--- src/rtl/multi_queue_pkg.sv ---
// -----------------------------------------------------------------------------
// multi_queue_pkg
// Shared types and sizing helpers for the multi-lane in-order queue.
//   gpreg      : default entry type carried by the queue lanes
//   cnt_width  : width needed to hold an occupancy in 0..depth
//   idx_width  : width needed to hold a slot index in 0..depth-1 (min 1)
// -----------------------------------------------------------------------------
package multi_queue_pkg;

  typedef logic [31:0] gpreg;

  localparam int DEFAULT_DEPTH = 8;

  // Occupancy runs 0..depth inclusive, so one extra code point is needed.
  function automatic int cnt_width(input int depth);
    return $clog2(depth + 1);
  endfunction

  // Slot index runs 0..depth-1; a depth of 1 still needs a 1-bit pointer.
  function automatic int idx_width(input int depth);
    return (depth > 1) ? $clog2(depth) : 1;
  endfunction

endpackage : multi_queue_pkg

--- src/rtl/multi_queue_fire_count.sv ---
// -----------------------------------------------------------------------------
// multi_queue_fire_count
// Prefix popcount of a per-lane fire (valid && ready) vector: the number of
// consecutive set bits starting at lane 0. Lanes above the first clear bit are
// ignored, which keeps the result a contiguous prefix of lanes.
// Ports:
//   i_fire  [W]   per-lane handshake vector, lane 0 oldest
//   o_count [CW]  length of the leading run of ones (0..W)
// -----------------------------------------------------------------------------
module multi_queue_fire_count #(
  parameter  int W  = 2,
  localparam int CW = $clog2(W + 1)
) (
  input  logic [W-1:0]  i_fire,
  output logic [CW-1:0] o_count
);

  logic w_run;

  always_comb begin
    o_count = '0;
    w_run   = 1'b1;
    for (int i = 0; i < W; i++) begin
      w_run   = w_run & i_fire[i];
      o_count = o_count + CW'(w_run);
    end
  end

endmodule : multi_queue_fire_count

--- src/rtl/multi_queue.sv ---
// -----------------------------------------------------------------------------
// multi_queue
// Multi-lane in-order FIFO. Accepts up to ENQ_W entries and releases up to
// DEQ_W entries per cycle. DEPTH need not be a power of two and every slot is
// usable because full/empty are derived from the occupancy counter rather than
// from pointer equality. No fallthrough: an entry written in cycle t is first
// visible on deq lane 0 in cycle t+1.
//
// Parameters:
//   Data   entry type
//   DEPTH  number of slots (>= max(ENQ_W, DEQ_W))
//   ENQ_W  enqueue lanes, DEQ_W dequeue lanes
//   PIPE   1: slots freed by this cycle's dequeue are offered to this cycle's
//          enqueue. This creates a combinational path deq_ready -> enq_ready
//          that the instantiating block must account for in timing.
// Ports:
//   clk, rst         clock; synchronous active-high reset
//   flush            synchronous clear; handshakes in a flush cycle are dropped
//   enq_valid/ready/data [ENQ_W]   producer lanes, lane 0 oldest, prefix-valid
//   deq_valid/ready/data [DEQ_W]   consumer lanes, lane 0 head, prefix-ready
//   count            occupancy (registered state only)
//   free             DEPTH - count (registered state only)
// -----------------------------------------------------------------------------
module multi_queue
  import multi_queue_pkg::*;
#(
  parameter  type Data  = gpreg,
  parameter  int  DEPTH = DEFAULT_DEPTH,
  parameter  int  ENQ_W = 2,
  parameter  int  DEQ_W = 2,
  parameter  int  PIPE  = 0,
  localparam int  CNT_W = cnt_width(DEPTH)
) (
  input  logic             clk,
  input  logic             rst,
  input  logic             flush,
  input  logic [ENQ_W-1:0] enq_valid,
  output logic [ENQ_W-1:0] enq_ready,
  input  Data              enq_data [ENQ_W],
  output logic [DEQ_W-1:0] deq_valid,
  input  logic [DEQ_W-1:0] deq_ready,
  output Data              deq_data [DEQ_W],
  output logic [CNT_W-1:0] count,
  output logic [CNT_W-1:0] free
);

  localparam int IDX_W = idx_width(DEPTH);
  localparam int SUM_W = IDX_W + 1;
  localparam int EW    = $clog2(ENQ_W + 1);
  localparam int DW    = $clog2(DEQ_W + 1);
  localparam int AV_W  = CNT_W + 1;

  // ---------------------------------------------------------------------------
  // State
  // ---------------------------------------------------------------------------
  Data              r_store [DEPTH];
  logic [IDX_W-1:0] r_head;
  logic [IDX_W-1:0] r_tail;
  logic [CNT_W-1:0] r_count;

  logic [CNT_W-1:0] w_free;
  logic [AV_W-1:0]  w_avail;
  logic [ENQ_W-1:0] w_enq_fire;
  logic [DEQ_W-1:0] w_deq_fire;
  logic [EW-1:0]    w_n_enq;
  logic [DW-1:0]    w_n_deq;
  logic             w_clear;

  // Modular pointer add without relying on natural binary wrap: base is below
  // DEPTH and inc is at most DEPTH, so one conditional subtract suffices and
  // the sum never overflows SUM_W bits.
  function automatic logic [IDX_W-1:0] ptr_add(input logic [IDX_W-1:0] base,
                                               input logic [SUM_W-1:0] inc);
    logic [SUM_W-1:0] sum;
    sum = {1'b0, base} + inc;
    if (sum >= SUM_W'(DEPTH)) begin
      sum = sum - SUM_W'(DEPTH);
    end
    return sum[IDX_W-1:0];
  endfunction

  assign w_clear = rst | flush;
  assign w_free  = CNT_W'(DEPTH) - r_count;
  assign count   = r_count;
  assign free    = w_free;

  // ---------------------------------------------------------------------------
  // Dequeue side: valid and data are pure functions of registered state.
  // ---------------------------------------------------------------------------
  generate
    for (genvar gi = 0; gi < DEQ_W; gi++) begin : g_deq
      assign deq_valid[gi]  = (r_count > CNT_W'(gi));
      assign deq_data[gi]   = r_store[ptr_add(r_head, SUM_W'(gi))];
      assign w_deq_fire[gi] = deq_valid[gi] & deq_ready[gi];
    end
  endgenerate

  multi_queue_fire_count #(
    .W (DEQ_W)
  ) u_deq_count (
    .i_fire  (w_deq_fire),
    .o_count (w_n_deq)
  );

  // ---------------------------------------------------------------------------
  // Enqueue side: readiness never looks at enq_valid. With PIPE the slots being
  // vacated this cycle are added to the free space, which is the only input
  // dependency of enq_ready.
  // ---------------------------------------------------------------------------
  generate
    if (PIPE != 0) begin : g_avail_pipe
      assign w_avail = {1'b0, w_free} + AV_W'(w_n_deq);
    end else begin : g_avail_plain
      assign w_avail = {1'b0, w_free};
    end
  endgenerate

  generate
    for (genvar gi = 0; gi < ENQ_W; gi++) begin : g_enq
      assign enq_ready[gi]  = (w_avail > AV_W'(gi));
      assign w_enq_fire[gi] = enq_valid[gi] & enq_ready[gi];
    end
  endgenerate

  multi_queue_fire_count #(
    .W (ENQ_W)
  ) u_enq_count (
    .i_fire  (w_enq_fire),
    .o_count (w_n_enq)
  );

  // ---------------------------------------------------------------------------
  // Pointer and occupancy update. Reset and flush both empty the queue and
  // discard any handshake offered in the same cycle.
  // ---------------------------------------------------------------------------
  always_ff @(posedge clk) begin
    if (w_clear) begin
      r_head  <= '0;
      r_tail  <= '0;
      r_count <= '0;
    end else begin
      r_head  <= ptr_add(r_head, SUM_W'(w_n_deq));
      r_tail  <= ptr_add(r_tail, SUM_W'(w_n_enq));
      r_count <= r_count + CNT_W'(w_n_enq) - CNT_W'(w_n_deq);
    end
  end

  // Storage writes: the accepted prefix of enqueue lanes lands at consecutive
  // slots from the tail. Contents are never cleared; they are only exposed
  // through deq_data while the matching deq_valid is high.
  always_ff @(posedge clk) begin
    if (!w_clear) begin
      for (int i = 0; i < ENQ_W; i++) begin
        if (EW'(i) < w_n_enq) begin
          r_store[ptr_add(r_tail, SUM_W'(i))] <= enq_data[i];
        end
      end
    end
  end

endmodule : multi_queue

--- config.mk ---
export PLATFORM = sky130hd
export DESIGN_NAME = multi_queue
export DESIGN_NICKNAME = d
export VERILOG_FILES = /design/src/rtl/multi_queue_pkg.sv /design/src/rtl/multi_queue_fire_count.sv /design/src/rtl/multi_queue.sv
export SDC_FILE = /design/constraint.sdc
export NUM_CORES = 1
export LEC_CHECK = 0
export BUFFER_PORTS_ARGS = -buffer_cell sky130_fd_sc_hd__buf_2
export CAP_MARGIN = 25
export CORE_MARGIN = 2
export CORE_UTILIZATION = 65
export DETAILED_ROUTE_END_ITERATION = 8
export GPL_ROUTABILITY_DRIVEN = 0
export GPL_TIMING_DRIVEN = 0
export PLACE_DENSITY = 0.88
export SETUP_SLACK_MARGIN = 0.05
export SYNTH_ARGS = -nofsm -noshare
export SYNTH_HDL_FRONTEND = slang
export SYNTH_SLANG_ARGS = --single-unit
--- constraint.sdc ---
create_clock -name clk -period 6.3 [get_ports clk]
set_input_delay 0.945 -clock clk [delete_from_list [all_inputs] [get_ports clk]]
set_output_delay 0.945 -clock clk [all_outputs]
set_load 0.02 [all_outputs]
After elaboration in Yosys (flattened, before gate mapping)
Memory sizes are Yosys's and may differ from the RTL's.
Index checks and enable logic that the tools add are counted.
{"block": "totals", "register_bits": 10, "ramBits": 256, "out_inout_bits": 76, "n_memories": 1}
{"name": "r_store", "depth": 8, "word_bits": 32, "read_ports": 2, "rd_ports_with_merged_regs": 0, "wr": 2, "line_no": "multi_queue.sv:56", "rtl": "Data r_store [DEPTH];"}
{"block": "op_classes", "addsub": 15, "magnitude_cmp": 12, "mux": 16, "n_bitwise": 7}
{"op": "3-bit 2-to-1 mux", "n": 10}
{"op": "3-bit by 1-bit subtractor with 3-bit output, second input constant", "n": 6}
{"op": "4-bit >= comparator, second input constant", "n": 4}
{"op": "4-bit by 1-bit greater-than comparator with 1-bit output, second input constant", "n": 4}
{"op": "3-bit by 1-bit adder with 4-bit output, second input constant", "n": 2}
{"op": "3-bit by 2-bit adder with 4-bit output", "n": 2}
{"op": "3-bit by 4-bit >= comparator with 1-bit output, second input constant", "n": 2}
{"op": "1-bit AND", "n": 6}
{"op": "1-bit 2-to-1 mux", "n": 6}
{"op": "1-bit by 1-bit adder with 2-bit output", "n": 2}
{"op": "4-bit by 2-bit adder with 4-bit output", "n": 1}
{"op": "1-bit by 2-bit less-than comparator with 1-bit output, first input constant", "n": 2}
{"op": "4-bit by 2-bit subtractor with 4-bit output", "n": 1}
{"op": "4-bit subtractor, first input constant", "n": 1}
{"op": "1-bit OR", "n": 1}

Longest topological paths before layout
Gate-level depths: netlist of the first run.
{"block": "depth", "depth_word": 9, "ltp_mapped": 13, "depth_no_buf": 13}

By module
A second synthesis of the first run with hierarchy kept.
{"block": "hier_totals", "hier_cells": 870, "area_unflattened_um2": 15518.6}
{"module": "multi_queue", "n_inst": 1, "cells_each": 866, "area_each_um2": 15486.1}
{"module": "multi_queue_fire_count", "n_inst": 2, "cells_each": 2, "area_each_um2": 16.3}

Worst setup path after synthesis of the first run
No wires, ideal clock.
{"block": "synth_path", "path_type": "register to register", "from": "register r_count[0] (netlist: count[0])", "to": "memory r_store[7][0] (netlist name), enable pin", "setup_time_ns": 0.432, "arrival_ns": 3.139, "t_required_ns": 5.868, "setup_slack_ns": 2.729, "stages_incl_launch_ff": 7, "n_path_buf": 0, "path_cell_list": "dfxtp_1 -> inv_1 -> ha_1 -> nand2b_4 -> or3_1 -> nand2_1 -> a21oi_1"}
{"element": "start: declaration", "line_no": "multi_queue.sv:59", "rtl": "logic [CNT_W-1:0] r_count;"}
{"element": "start signal: assignment", "line_no": "multi_queue.sv:144", "rtl": "r_count <= r_count + CNT_W'(w_n_enq) - CNT_W'(w_n_deq);"}
{"element": "end: declaration", "line_no": "multi_queue.sv:56"}

==> results of run 1 <==
synth_stat cells (all sizes together):
library cell,n
dfxtp,10
nand2,4
nand3,5
and2b,1
nor3,2
nor4b,1
a21oi,4
and2,4
and4b,1
o21a,1
or2,1
nand3b,1
and3,5
mux4,128
xnor2,3
fa,4
edfxtp,256
inv,12
nor2,20
mux2,320
and4bb,1
o31a,1
ha,14
or3,1
xor2,5
a22oi,4
nor2b,2
buf,53
a32oi,4
clkbuf,14
o21ai,2
and4,1
nand4,2
nand2b,2
a21o,2
o31ai,1
worst min-delay path: cells and delay by family (launching register included):
| family | cells | cell delay (ns) |
|---|---|---|
| buf+inv | 1 | 0.16 |
| xor+xnor | 1 | 0.08 |
| simple gates | 1 | 0.07 |
| flops | 1 | 0.31 |
flip-flops by register name, indices dropped and copies added, names as in the netlist:
register,count
r_head,3
count,4
r_tail,3
r_store,256
layer usage:
metal	up-vias	part of all wire (%)	GRT usage, %
li1	4057	-	-
met1	5041	36	42.18
met2	698	50	54.10
met3	116	10	6.394
met4	6	3.6	13.35
met5	-	0.084	0
logic make-up (layout without fill, tap and decap cells):
group           after synthesis  after routing  share of synthesized area (%)
other cells                   0              3                              0
mux                         448            448                          43.17
simple gates                 54             54                          1.939
flops                       266            266                          49.09
compound gates               19             19                         0.8331
buf+inv                      79            284                          2.904
xor+xnor                      8              8                         0.4828
fa+ha+maj                    18             18                          1.588
how the worst min path moves through the flow:
stage | slack, ns | startpoint | end
2_1_floorplan | 0.59 | r_tail[2] | r_tail[2]
3_3_place_gp | 0.61 | r_tail[2] | r_tail[2]
3_5_place_dp | 0.64 | r_tail[2] | r_tail[2]
4_1_cts | 0.65 | r_tail[2] | r_tail[2]
5_1_grt | 0.68 | r_tail[2] | r_tail[2]
6_report | 0.65 | r_tail[2] | r_tail[2]
per-stage QoR:
step                std cells  total power, mW  area (sq um)  setup WS (ns)
floorplan                 892            3.322         16070          2.729
detailed placement       1370            3.827         17450          2.665
global placement         1362            3.766         17210         0.7871
global route             1424            5.576         18330          1.999
finish                   1424            5.388         18330          2.072
CTS                      1420            5.388         18310          2.071
power by group through the flow:
stage               combinational (mW)  clock, mW  sequential [mW]
floorplan                         1.23          0             2.10
global placement                  1.66          0             2.10
detailed placement                1.73          0             2.10
CTS                               1.75       1.58             2.07
global route                      1.85       1.65             2.07
finish                            1.74       1.58             2.07
final cells by class:
cell class	count	area share, %
inverter	12	0.2458
multi-input combinational	547	42.45
clock inverter	15	0.7032
sequential	266	43.04
buffer	67	2.301
antenna	3	0.04096
timing repair buffer	155	5.045
clock buffer	35	3.967
tap	324	2.212
==> out/qor.csv, run 1 <==
metric,value,unit
slew at the pin closest to its max-slew limit,0.9854,ns
Worst-path clk slew,0.06,ns
class of the worst hold path,reg2reg,
CTS Hold Bufs,0,
Routed Antenna Nets,0,
Crit. End Element,output pin,
Pre-antenna DRT Iters,5,
fin crit share,67.11,%
final core occ,75.36,%
sw frac,31.05,%
vias in the first global route,10380,
most frequent cells in the layout,"edfxtp_1, mux2_2, buf_2",
"slowest stage cell, crit path",clkbuf_1,
# DRC,0,
P_leak,6.369,nW
global-route wire length before repair,62280,um
Overflow after GRT,0,
top cells by area in the synthesized netlist,"edfxtp_1, mux4_2, mux2_2",
Required @ worst endpoint,5.35,ns
CP bufs+invs,4,
clk buf depth,3,
number of gates resized after cts,0,
FF-to-FF setup slack,3.02,ns
family with the most delay on the worst path,buffers and inverters,
Worst setup SP type,flip-flop,
clock skew,0.01988,ns
worst path cell trace,buf_2 > buf_2 > clkbuf_1 > mux4_2 > mux2_2 > buf_2,
synthesis-stage register bit count,266,
Critical R2R Capture,count[2],
Seq pwr share,38.4,%
GRT Resource Usage Total,32.38,%
max_slew headroom,34.31,%
nets,1166,
die width,161.2,um
Initial Util,66.08,%
Post-Synthesis Cell Area,16070,sq um
via total after detailed routing,9918,
row cnt,57,
clk sinks,266,
hold path depth,3,
Syn Area/Cell,18.01,sq um
post-synthesis cell count,892,
clock power share,29.3,%
Vias per Instance,6.965,
"area leader, netlist",edfxtp_1,
"Slew Viols, Final",0,
largest net degree at the start of global routing,26,
post-synth cell types,46,
Ports,147,
HPWL Detailed,26400,um
sequential area share after synthesis,49.09,%
Int Pwr,3.716,mW
TritonCTS clock tree,done,
CP dominant cell by count,buf_2,
Critical path origin,r_head[0],
Starting DRT DRC Count,971,
register area,7888,sq um
area grow syn2layout,14.05,%
CTS buffer count,28,
clock latency at the later pin of the worst-skew pair,0.56,ns
"Largest stage delay, worst path",0.70,ns
WP depth,6,
RR Startpoint,count[1],
worst setup path end,deq_data[20],
Max Fclk,236.5,MHz
input/output buffers,146,
sw power,1.673,mW
Die H,161.2,um
layout cells sized above 1,63.45,%
postcts setup bufs,0,
RSZ-0062 raised after global routing,false,
Final Hold Vio Count,0,
Max Cap Viol,0,
Die ar.,26000,sq um
DRT Wirelength,41600,um
Multi-input gate area,7779,sq um
final worst path period need,4.228,ns
syn nets,981,
Setup CP Type,reg2out,
status,"finished, final reports clean",
pwr/cell area,294.0,nW/um^2
top-area cell type share of the netlist area,47.84,%
H-tree levels,1,
Fill cells,1404,
"most common cell after layout, fill and taps aside",edfxtp_1,
reg2reg path depth,13,
initial antenna violation count,6,
CP arrival,3.28,ns
Worst Path Max Fanout,10,
Setup TNS,0,ns
clock root cell,clkbuf_16,
final hold slack,0.6515,ns
core area,24320,sq um
final setup fails,0,
WL/cell,29.22,um
Worst IR Drop VDD,0.2738,mV
power share of the combinational group,32.3,%
synth warn,0,
Note: power is estimated with default switching activity, not from simulation.
==> run 2: changes to the inputs <==
CORE_UTILIZATION = 61   (was 65)
PLACE_DENSITY = 0.84   (was 0.88)
clock period = 4.15 ns   (was 6.3 ns; I/O delays follow)
==> run 2 against run 1 <==
Core utilization shrank 4.0 points. Clock-buffer cell count shrank 5. Cell count grew 0.70%. Non-clock buffer count is the same. Via count shrank 1.6%. Critical path depth is the same. Highest routed layer unchanged. Sequential share of layout area shrank 0.52 points. Register-to-register slack lost 2.2 ns. Global-route usage shrank 2.6 points. Combinational power grew 52%. Largest cell class unchanged. First-iteration DRC count grew 12%. Sequential power grew 51%.
==> out/qor.csv, run 2 (synthesized netlist as in run 1, its figures left out) <==
metric,value,unit,change
status,"finished, final reports clean",,unchanged
# DRC,0,,unchanged
Worst setup SP type,flip-flop,,unchanged
P_leak,6.472,nW,was 6.369 nW
Initial Util,61.84,%,was 66.08%
Worst-path clk slew,0.06,ns,about the same
final hold slack,0.4846,ns,was 0.6515 ns
max_slew headroom,36.04,%,was 34.31%
HPWL Detailed,26230,um,was 26400 um
Routed Antenna Nets,0,,unchanged
Pre-antenna DRT Iters,7,,was 5
final setup fails,0,,unchanged
"Largest stage delay, worst path",0.70,ns,about the same
Die H,166.3,um,was 161.2 um
global-route wire length before repair,61630,um,was 62280 um
most frequent cells in the layout,"edfxtp_1, mux2_2, buf_2",,unchanged
CP bufs+invs,4,,unchanged
Ports,147,,unchanged
Overflow after GRT,0,,unchanged
H-tree levels,1,,unchanged
Crit. End Element,output pin,,unchanged
TritonCTS clock tree,done,,unchanged
DRT Wirelength,40930,um,was 41600 um
Biggest register,r_store,,unchanged
CTS buffer count,28,,unchanged
CP arrival,3.23,ns,was 3.28 ns
input/output buffers,146,,unchanged
Setup TNS,0,ns,unchanged
area grow syn2layout,15.44,%,was 14.05%
pwr/cell area,470.1,nW/um^2,was 294.0 nW/um^2
initial antenna violation count,3,,was 6
class of the worst hold path,in2reg,,was reg2reg
"Slew Viols, Final",0,,unchanged
number of gates resized after cts,0,,unchanged
hold path depth,2,,was 3
Placed Cells,1382,,was 1370
Worst IR Drop VDD,0.5618,mV,was 0.2738 mV
vias in the first global route,10140,,was 10380
postcts setup bufs,0,,unchanged
Largest register FFs,256,,unchanged
clk sinks,266,,unchanged
die width,166.3,um,was 161.2 um
"most common cell after layout, fill and taps aside",edfxtp_1,,unchanged
overall power,8.721,mW,was 5.388 mW
row cnt,59,,was 57
layout cells sized above 1,64.21,%,was 63.45%
WL/cell,28.54,um,was 29.22 um
slew at the pin closest to its max-slew limit,0.9594,ns,was 0.9854 ns
Non-Filler Instances,1434,,was 1424
clock latency at the later pin of the worst-skew pair,0.54,ns,was 0.56 ns
clock root cell,clkbuf_16,,unchanged
Final Hold Vio Count,0,,unchanged
RSZ-0062 raised after global routing,false,,unchanged
nets,1166,,unchanged
WP depth,6,,unchanged
clk buf depth,3,,unchanged
family with the most delay on the worst path,buffers and inverters,,unchanged
fin crit share,92.83,%,
largest net degree at the start of global routing,25,,was 26
via total after detailed routing,9758,,was 9918
Required @ worst endpoint,3.53,ns,was 5.35 ns
final worst path period need,3.853,ns,
CTS Hold Bufs,0,,unchanged
final core occ,71.39,%,was 75.36%
"slowest stage cell, crit path",clkbuf_1,,unchanged
clock skew,0.01337,ns,was 0.01988 ns
Fill cells,1634,,was 1404
GRT Resource Usage Total,29.74,%,was 32.38%
core area,25980,sq um,was 24320 sq um
reg2reg path depth,13,,unchanged
Max Fclk,259.6,MHz,
CP dominant cell by count,buf_2,,unchanged
Max Cap Viol,0,,unchanged
Starting DRT DRC Count,1085,,was 971
Die ar.,27660,sq um,was 26000 sq um
Worst Path Max Fanout,10,,unchanged
Setup CP Type,reg2out,,unchanged
worst path cell trace,buf_2 > buf_2 > clkbuf_1 > mux4_2 > mux2_2 > buf_2,,unchanged
Vias per Instance,6.805,,was 6.965
[run 2: power breakdown]
| group | internal (mW) | total (mW) | switching (mW) |
|---|---|---|---|
| Clock | 1.88 | 2.93 | 1.05 |
| Sequential | 3.06 | 3.13 | 0.0782 |
| Combinational | 1.23 | 2.65 | 1.42 |
[run 2: layer usage]
| metal | global-route usage, % | share of wire, % | up-vias | routed length [um] |
|---|---|---|---|---|
| met5 | 0 | 0.051 | - | 21 |
| met4 | 9.595 | 3.0 | 4 | 1217 |
| met3 | 4.600 | 8.9 | 91 | 3625 |
| met2 | 49.81 | 50 | 578 | 20540 |
| met1 | 40.61 | 38 | 5029 | 15520 |
| li1 | - | - | 4056 | - |
[run 2: worst paths after layout]
check	start	to	slack [ns]
setup / recovery	r_head[0]	deq_data[20]	0.30
hold / removal	enq_data[7]	r_store[3][7]	0.48
setup reg to reg	count[1]	count[2]	0.80
hold reg to reg	r_tail[2]	r_tail[2]	0.64
[run 2: worst reg2reg max path, cell delays in order (launching register included)]
cell,delay (ns)
dfxtp_1,0.42
inv_1,0.15
ha_1,0.29
nand2b_4,0.09
or3_1,0.40
nand2_1,0.62
a21o_1,0.15
ha_1,0.23
inv_1,0.06
ha_1,0.15
inv_1,0.05
fa_1,0.37
xor2_1,0.16
nor2_1,0.06
[run 2: stage by stage]
step,setup WS (ns),area [sq um]
2_1_floorplan,0.5788,16070
3_3_place_gp,-1.173,17220
3_5_place_dp,0.8327,17470
4_1_cts,0.2816,18550
5_1_grt,0.2138,18550
6_report,0.2974,18550
[run 2: area by class of cell]
class	count	area [sq um]	share of cell area, %
Sequential cell	266	7888	42.52
Clock buffer	30	729.5	3.932
Multi-Input combinational cell	547	7779	41.93
Buffer	67	421.7	2.273
Timing Repair Buffer	155	913.4	4.924
Antenna cell	1	2.502	0.01349
Tap cell	335	419.2	2.260
Inverter	12	45.04	0.2428
Clock inverter	21	352.8	1.902
